**src/rtl/pc_fetch_ctrl.sv**
```systemverilog
// Program-counter fetch controller driving a cascaded 74161 counter chain.
// Sequences reset-vector load, branch loads and post-fetch increments.
module pc_fetch_ctrl #(
  parameter int unsigned     WIDTH        = 16,
  parameter logic [WIDTH-1:0] RESET_VECTOR = '0
) (
  input  logic             Clk,
  input  logic             Clear,
  input  logic [WIDTH-1:0] Counter_Q,
  input  logic             Counter_RCO,
  input  logic             Fetch_req,
  input  logic             Branch_req,
  input  logic [WIDTH-1:0] Branch_target,
  input  logic             Halt,
  input  logic             Mem_ready,
  output logic             Load_bar,
  output logic             ENT,
  output logic             ENP,
  output logic [WIDTH-1:0] D,
  output logic             Mem_req,
  output logic [WIDTH-1:0] Mem_addr,
  output logic             Fetch_valid,
  output logic             Branch_ack,
  output logic             Wrap
);

  typedef enum logic [2:0] {
    StVec    = 3'd0,
    StIdle   = 3'd1,
    StFetch  = 3'd2,
    StAdv    = 3'd3,
    StBranch = 3'd4
  } state_e;

  state_e           state_q, state_d;
  logic [WIDTH-1:0] d_q, d_d;
  logic             wrap_q, wrap_d;

  always_ff @(posedge Clk or posedge Clear) begin
    if (Clear) begin
      state_q <= StVec;
      d_q     <= RESET_VECTOR;
      wrap_q  <= 1'b0;
    end else begin
      state_q <= state_d;
      d_q     <= d_d;
      wrap_q  <= wrap_d;
    end
  end

  // Control outputs depend on state_q only; inputs affect next state alone.
  always_comb begin
    state_d     = state_q;
    d_d         = d_q;
    wrap_d      = wrap_q;
    Load_bar    = 1'b1;
    ENT         = 1'b0;
    ENP         = 1'b0;
    Mem_req     = 1'b0;
    Fetch_valid = 1'b0;
    Branch_ack  = 1'b0;
    case (state_q)
      StVec: begin
        Load_bar = 1'b0;
        state_d  = StIdle;
      end
      StIdle: begin
        if (!Halt) begin
          if (Branch_req) begin
            d_d     = Branch_target;
            state_d = StBranch;
          end else if (Fetch_req) begin
            state_d = StFetch;
          end
        end
      end
      StFetch: begin
        Mem_req = 1'b1;
        if (Mem_ready) state_d = StAdv;
      end
      StAdv: begin
        Fetch_valid = 1'b1;
        ENT         = 1'b1;
        ENP         = 1'b1;
        if (Counter_RCO) wrap_d = 1'b1;
        state_d = StIdle;
      end
      StBranch: begin
        Load_bar   = 1'b0;
        Branch_ack = 1'b1;
        wrap_d     = 1'b0;
        state_d    = StIdle;
      end
      default: state_d = StVec;
    endcase
  end

  assign D        = d_q;
  assign Wrap     = wrap_q;
  assign Mem_addr = Counter_Q;

endmodule

```
**config.mk**
```make
export PLATFORM = sky130hd
export DESIGN_NAME = pc_fetch_ctrl
export DESIGN_NICKNAME = d
export VERILOG_FILES = /design/src/rtl/pc_fetch_ctrl.sv
export SDC_FILE = /design/constraint.sdc
export NUM_CORES = 1
export LEC_CHECK = 0
export ABC_AREA = 0
export BUFFER_PORTS_ARGS = -buffer_cell sky130_fd_sc_hd__buf_2
export CAP_MARGIN = 20
export CORE_MARGIN = 2
export CORE_UTILIZATION = 35
export CTS_CLUSTER_SIZE = 10
export DETAILED_ROUTE_END_ITERATION = 8
export PLACE_DENSITY = 0.8
export SYNTH_ARGS = -nofsm -noshare
export SYNTH_HDL_FRONTEND = slang
export SYNTH_SLANG_ARGS = --single-unit
```
**constraint.sdc**
```tcl
create_clock -name Clk -period 1.66 [get_ports Clk]
set_input_delay 0.332 -clock Clk [delete_from_list [all_inputs] [get_ports Clk]]
set_output_delay 0.332 -clock Clk [all_outputs]
set_load 0.005 [all_outputs]
```
# Word-level counts from Yosys, hierarchy flattened
# Index checks and enable logic that the tools add are counted.
[totals]
word_cells = 30
memories = 0
mem_bits_ro = 0
latchBits = 0
ramBits = 0
out_inout_bits = 39
in_bits = 39
regBits = 20
[op_classes]
n_eq_ne = 8
n_lt_le_gt_ge = 0
shift = 0
n_reduce_logical = 7
bitwise_logic = 1
n_addsub = 0
muxes = 11
n_div = 0
multipliers = 0
[ops]
columns = ["cell", "n"]
rows = [
  ["$mux 3", 4],
  ["$pmux 3 s3", 1],
  ["$eq 3x2->1 const B", 2],
  ["$ne 2x2->1 const B", 3],
  ["$reduce_and 3->1", 2],
  ["$mux 1", 5],
  ["$eq 3x1->1 const B", 1],
  ["$eq 3x3->1 const B", 1],
  ["$logic_not 3->1", 1],
  ["$ne 3x3->1 const B", 1],
  ["$reduce_or 3->1", 1],
  ["$pmux 1 s2", 1],
  ["$reduce_and 2->1", 1],
  ["$reduce_bool 2->1", 1],
  ["$reduce_or 2->1", 1],
  ["$not 1->1", 1],
]

# Depth between registers and ports, before layout
# Gate-level depths: netlist of the first run.
[logic_depth]
word_depth = 4
depth_mapped = 4
mapped_depth_nobuf = 3

# Worst setup path after synthesis of the first run
# No wires, ideal clock.
[synth_path]
path_kind = "register -> register"
from = "register state_q[1]"
to = "register d_q[10], in the netlist D[10]"
n_path_buf = 1
required_ns = 1.535
path_slack_ns = 0.324
setup_time_ns = 0.125
arrival_ns = 1.211
synth_period_minus_slack_ns = 1.336
stages_incl_launch_ff = 5
path_cell_list = "dfrtp_1 -> nor2_4 -> nand4_4 -> buf_6 -> mux2_4"
[synth_between]
elab_chain_cells = 2
[synth_rtl]
columns = ["element", "line", "rtl"]
rows = [
  ["start: declaration", "35", "state_e state_q, state_d;"],
  ["start signal: assignment", "41", "state_q <= StVec;"],
  ["start signal: assignment", "45", "state_q <= state_d;"],
  ["$eq 3x1->1", "62", "case (state_q)"],
  ["$reduce_and 3->1 (no line)", "-", ""],
  ["end signal: assignment", "42", "d_q <= RESET_VECTOR;"],
  ["end signal: assignment", "46", "d_q <= d_d;"],
  ["end: declaration", "36", "logic [WIDTH-1:0] d_q, d_d;"],
]
# Every way passes these cells.
# A chain may end at the register's enable or synchronous reset.

# Worst setup path after layout of the first run
[layout_path]
from = "register state_q[1]"
to = "output Branch_ack"
[layout_between]
elab_chain_cells = 2
[layout_rtl]
columns = ["element", "line", "rtl"]
rows = [
  ["$eq 3x3->1", "62", ""],
  ["$mux 1", "62", ""],
  ["end: declaration", "23", "output logic Branch_ack,"],
]
# Every way passes these cells.

==> impl_results.md, run 1 <==
- Register Area: 502 um^2
- Post-DP HPWL: 1.41 mm
- Vias: 630
- Die Wd: 57.2 um
- Commonest non-fill, non-tap cell in the layout: buf_2
- Post-CTS Hold Buffers: 0
- Crit. Startpoint: state_q[1]
- Vias in the first global route: 627
- Net Count, Synth: 112
- Post-Layout Cell Count: 134
- GRT overflow: 0
- Pleak: 0.603 nW
- Residual DRC count: 0
- Fill cell count: 275
- Clock Tree Root: clkbuf_4
- Min Tclk post-route: 1.56 ns
- Largest family of logic cells by synthesized area: multiplexers
- Area grow syn2layout: 15.3%
- Worst Path Required: 1.33 ns
- Critical path capture point type: output port
- 1st-iter DRT viols: 6
- Total power: 0.00146 W
- Synth warnings: 0
- Final wirelength: 1.73 mm
- Simple-gate share of the synthesized area: 7.59%
- Synth Area in Compound Gates: 3.79%
- Syn Std Cell Area: 990 um^2
- Synth Area in XOR/XNOR: 0%
- Maximum buffer depth of the clock tree: 2
- Global-route wire length before repair: 2.68 mm
- Die area: 3270 um^2
- CP max FO: 6
- Rows: 19
- RSZ-0062 raised after global routing: false
- Sequential-to-total area share from yosys stat: 50.6%
- Synthesized flop and latch total: 20
- Routability cong.: 0.645
- Die H: 57.2 um
- Final net count: 144
- Arr. time, crit path: 1.23 ns
- Most frequent cells in the layout: 45 x buf_2, 19 x dfrtp_1, 9 x mux2_4
- FMAX: 0.641 GHz
- Buffers on Ports: 45
- Clock Latency Late Sink: 0.28 ns
- Setup TNS: 0 ns
- Status: complete, no violations
- Initial Util: 36.5%
- Adder-Cell Fraction of Synth Area: 0%
- Hold_ws: 0.153 ns
- Max_cap viols: 0
- Routed len/inst: 12.9 um
- Mapped Cells: 73
- Peak supply drop: 0.639 mV
- Vias per inst: 4.70
- R2R setup slack: 0.16 ns
- Max-slew violations: 0
- Min-delay worst type: input pin to async pin
- CTS tree: done
- Io pins: 78
- Ratio of final minimum period to clock period: 93.9%
- Worst slew pin tran: 0.710 ns
- Pwr/cell area: 1280 nW/um^2
- Worst-case reg-to-reg path depth: 3
- H-Tree Level Count: 1
- Worst setup path end: Branch_ack
- Footprint of the multi-input gates: 327 um^2
- Synth Area per Inst: 13.6 um^2
- Library cells used by synthesis: 21
- Mux share of post-synthesis cell area: 21.6%
- Routed Antenna Nets: 0
- Clock Pin Slew Worst Setup and Hold Paths: 0.10 ns
- DR pass1 iterations: 4
- Ant diodes: 0
- Largest net degree at the start of global routing: 21
- Final Setup Violations: 0
- Clock skew: 0.00161 ns
- CTS buffer count: 3
- Initial antenna violation count: 0
- GR Util All Layers: 10.1%
- Core region area: 2710 um^2
- Reg2reg start: state_q[1]
- Fin. Hold Viols: 0
- Worst setup SP type: flop
- Slew headroom: 52.6%
- Critical R2R Capture: D[7]
- WS Path Type: flop to output port
- Dpl cells: 129
- Clock Sinks: 20
- Layout cells sized above 1: 67.0%
[timing repair]
action,4_1_cts,5_1_grt
endpoints found under the setup margin,0,1
setup buffers,0,2
gates resized for setup,0,1
[worst min path at each step]
stage | start | to | slack, ns | depth (start not counted)
after global placement | Clear | D[0] | 0.47 | 2
after CTS | Clear | D[7] | 0.18 | 2
after detailed placement | Clear | D[7] | 0.49 | 2
after global routing | Clear | D[15] | 0.20 | 2
after floorplan | Clear | D[0] | 0.30 | 1
final | Clear | D[10] | 0.15 | 2
[stage by stage]
stage	instance area (um^2)	worst slack [ns]	utilization (%)
CTS	1120	0.0390	41.5
finish	1140	0.101	42.1
global route	1140	0.00815	42.1
floorplan	990	0.324	-
detailed placement	1100	0.158	40.7
global placement	1100	0.218	40.7
[flip-flops by register name (all words and copies together) (netlist names)]
signal	count
state_q	3
Wrap	1
D	16
[logic make-up after synthesis]
group | count (synthesis)
AO/OA/AOI/OAI | 5
buffers and inverters | 23
flip-flops | 20
multiplexers | 16
AND/OR/NAND/NOR | 9
[power by group]
group          switching (W)  internal, W  total [W]
registers          0.0000985     0.000652   0.000750
clock network       0.000122    0.0000839   0.000206
logic               0.000174     0.000327   0.000501
total               0.000394      0.00106    0.00146
[synthesized netlist by cell type (all sizes together)]
cell type / instances / area, um^2
nor2: 2 / 15.0
nand4: 1 / 21.3
nand2b: 1 / 6.26
nor3b: 1 / 7.51
a21oi: 1 / 5.00
a31oi: 1 / 6.26
o211ai: 1 / 7.51
nand2: 1 / 3.75
inv: 3 / 11.3
buf: 20 / 151
dfrtp: 20 / 500
mux2: 16 / 214
or2: 1 / 6.26
and3: 1 / 6.26
o211a: 1 / 10.0
nand4b: 1 / 8.76
o2bb2ai: 1 / 8.76
[worst max-delay path: stages (launching register included)]
cell	delay [ns]
dfrtp_1	0.46
or2_1	0.28
nor2_1	0.10
buf_2	0.12
[per-layer routing]
metal / GRT usage [%] / vias up / wire, um
li1: - / 289 / -
met1: 12.8 / 291 / 631
met2: 16.7 / 44 / 848
met3: 3.40 / 6 / 233
met4: 1.99 / 0 / 13
met5: 0 / - / 0
[area by class of cell]
class | count | area share, %
Sequential cell | 20 | 44.0
Multi-Input combinational cell | 30 | 28.6
Timing Repair Buffer | 47 | 21.1
Tap cell | 31 | 3.40
Clock buffer | 3 | 1.97
Inverter | 3 | 0.987
Power figures use the tool's default switching activity.
==> run 2, diff against run 1 <==
Settings changed: ABC_AREA 0 to 1, PLACE_DENSITY 0.8 to 0.79.
Clock period 1.66 ns to 1.84 ns, I/O delays scaled along.
==> run 2 against run 1 <==
Clock-buffer cell count is the same; critical path type unchanged; first-iteration DRC count is 83% higher; sequential power is essentially flat; wire length increased by 15%; critical endpoint is now ENT; register-to-register slack improved by 0.40 ns; setup slack better by 0.15 ns; clock power down 5%; combinational power is 31% higher; largest cell class unchanged; worst hold slack worse by 0.071 ns.
==> impl_results.md, run 2 <==
- Status: complete, no violations (unchanged)
- Ys flop type: dfrtp_1 (unchanged)
- Post-DP HPWL: 1.51 mm (was 1.41 mm)
- Die area: 3290 um^2 (was 3270 um^2)
- Area grow syn2layout: 13.7% (was 15.3%)
- Clock Pin Slew Worst Setup and Hold Paths: 0.10 ns (about the same)
- Initial Util: 36.4% (was 36.5%)
- DR pass1 iterations: 4 (unchanged)
- Ant diodes: 0 (unchanged)
- EDFF count, synth: 0 (unchanged)
- Die Wd: 57.3 um (was 57.2 um)
- R2R setup slack: 0.56 ns (was 0.16 ns)
- Die H: 57.3 um (was 57.2 um)
- Register Area: 500 um^2 (was 502 um^2)
- Worst setup path end: ENT (was Branch_ack)
- Pleak: 0.693 nW (was 0.603 nW)
- Rows: 19 (unchanged)
- Largest net degree at the start of global routing: 21 (unchanged)
- Worst setup SP type: flop (unchanged)
- Ratio of final minimum period to clock period: 86.2%
- Library cells used by synthesis: 14 (was 21)
- Arr. time, crit path: 1.22 ns (was 1.23 ns)
- Final wirelength: 1.98 mm (was 1.73 mm)
- Layout cells sized above 1: 36.9% (was 67.0%)
- Residual DRC count: 0 (unchanged)
- H-Tree Level Count: 1 (unchanged)
- Dpl cells: 177 (was 129)
- Vias in the first global route: 758 (was 627)
- Core region area: 2730 um^2 (was 2710 um^2)
- Post-CTS Hold Buffers: 0 (unchanged)
- Max-slew violations: 0 (unchanged)
- FMAX: 0.631 GHz
- Clock Sinks: 20 (unchanged)
- Sequential-to-total area share from yosys stat: 50.3% (was 50.6%)
- Final net count: 190 (was 144)
- Clock Tree Root: clkbuf_4 (unchanged)
- Mapped Cells: 120 (was 73)
- Clock Latency Late Sink: 0.28 ns (about the same)
- Min-delay worst type: input pin to async pin (unchanged)
- Clock skew: 0.00221 ns (was 0.00161 ns)
- RSZ-0062 raised after global routing: false (unchanged)
- Top-count cell post-synth: nand2_1 (was dfrtp_1)
- Final core utilization: 41.4% (was 42.1%)
- Worst Path Required: 1.47 ns (was 1.33 ns)
- Synth Area per Inst: 8.30 um^2 (was 13.6 um^2)
- Post-synth top area share: 50.3% (was 50.6%)
- Final Setup Violations: 0 (unchanged)
- Syn Std Cell Area: 996 um^2 (was 990 um^2)
- Vias: 808 (was 630)
- Min Tclk post-route: 1.59 ns
- GRT overflow: 0 (unchanged)
- GR Util All Layers: 12.9% (was 10.1%)
- Synth warnings: 0 (unchanged)
- Routed len/inst: 11.0 um (was 12.9 um)
- Net Count, Synth: 159 (was 112)
- Vias per inst: 4.49 (was 4.70)
- Peak supply drop: 0.591 mV (was 0.639 mV)
- Main area contributors after synthesis: dfrtp_1 50%, nand2_1 21%, buf_4 14%, nor2_1 2.6%, inv_1 1.9% (was dfrtp_1 51%, buf_4 14%, mux2_4 14%, mux2_2 8.0%, nand4_4 2.1%)
- CTS tree: done (unchanged)
- Asr flop ratio synth: 100% (unchanged)
- Slew headroom: 83.3% (was 52.6%)
- CTS buffer count: 3 (unchanged)
- Worst slew pin tran: 0.250 ns (was 0.710 ns)
- Maximum buffer depth of the clock tree: 2 (unchanged)
- Routed Antenna Nets: 0 (unchanged)
- Most frequent cells in the layout: 55 x nand2_1, 45 x buf_2, 20 x dfrtp_1 (was 45 x buf_2, 19 x dfrtp_1, 9 x mux2_4)
- Leading cell types by count after synthesis: 55 x nand2_1, 20 x dfrtp_1, 19 x buf_4, 7 x nor2_1, 5 x inv_1 (was 20 x dfrtp_1, 18 x buf_4, 9 x mux2_4, 7 x mux2_2, 3 x inv_1)
- Initial antenna violation count: 0 (unchanged)
- Footprint of the multi-input gates: 302 um^2 (was 327 um^2)
- Max_cap viols: 0 (unchanged)
- CP max FO: 7 (was 6)
- Commonest non-fill, non-tap cell in the layout: nand2_1 (was buf_2)
- Io pins: 78 (unchanged)
- Buffers on Ports: 45 (unchanged)
- Reg2reg start: state_q[1] (unchanged)
- Crit. Startpoint: state_q[2] (was state_q[1])
- Fin. Hold Viols: 0 (unchanged)
- Critical path capture point type: output port (unchanged)
- Worst-case reg-to-reg path depth: 7 (was 3)
- Global-route wire length before repair: 3.29 mm (was 2.68 mm)
- Cts repair resizes: 0 (unchanged)
- Postcts setup bufs: 0 (unchanged)
- Largest register FFs: 16 (unchanged)
- Fill cell count: 295 (was 275)
- Post-Layout Cell Count: 180 (was 134)
- WS Path Type: flop to output port (unchanged)
- Area leader, netlist: dfrtp_1 (unchanged)
- Critical R2R Capture: D[3] (was D[7])
- Setup TNS: 0 ns (unchanged)
- Pwr/cell area: 1410 nW/um^2 (was 1280 nW/um^2)
- 1st-iter DRT viols: 11 (was 6)
- Routability cong.: 0.834 (was 0.645)
- Synthesized flop and latch total: 20 (unchanged)
[run 2: cell types whose count changed after synthesis, sizes merged, moves of 2 or more]
cell / previous run / this run
inv: 3 / 9
nor2: 2 / 7
nand4: 1 / 3
nand2: 1 / 55
mux2: 16 / 0
nand3: 0 / 4
[run 2: critical path: stages, from the launching register on]
cell and delay, ns:
dfrtp_1 0.38, inv_2 0.11, nand2_1 0.11, nor2_1 0.18
buf_2 0.15
[run 2: layout make-up]
class,instances,share of cell area [%]
flip-flops and latches,20,44.2
multi-input cells,71,26.6
repair buffers,46,20.6
well taps,31,3.43
inverters,9,3.20
clock buffers,3,1.99
[run 2: power breakdown]
part,switching [W],internal [W]
Sequential,0.000116,0.000636
Clock,0.000120,0.0000759
Combinational,0.000357,0.000298
[run 2: kinds of logic after synthesis]
family	Yosys count	share of synthesized area (%)
and+or+nand+nor	69	29.0
buffers and inverters	29	19.5
AOI/OAI and AO/OA	2	1.26
DFF	20	50.3
[run 2: through the flow]
stage               cell area, um^2  setup WS (ns)  total power [W]  hold slack (ns)
floorplan                       996          0.595          0.00117            0.332
global placement               1110          0.582          0.00141            0.405
detailed placement             1110          0.561          0.00142            0.409
CTS                            1130          0.237          0.00162           0.0825
global route                   1130          0.116          0.00176           0.0938
finish                         1130          0.255          0.00160           0.0824
[run 2: how the worst min path moves through the flow]
stage                from   end  slack (ns)  cells after the start
global placement    Clear  Wrap        0.41                      3
global route        Clear  D[2]        0.09                      3
finish              Clear  Wrap        0.08                      3
CTS                 Clear  D[0]        0.08                      3
floorplan           Clear  D[0]        0.33                      1
detailed placement  Clear  D[3]        0.41                      3
[run 2: metal layers]
| layer | vias up | global-route usage (%) | part of all wire [%] |
|---|---|---|---|
| li1 | 410 | - | - |
| met1 | 350 | 16.7 | 45 |
| met2 | 38 | 19.3 | 44 |
| met3 | 10 | 2.95 | 8.9 |
| met4 | 0 | 8.31 | 2.3 |
| met5 | - | 0 | 0 |
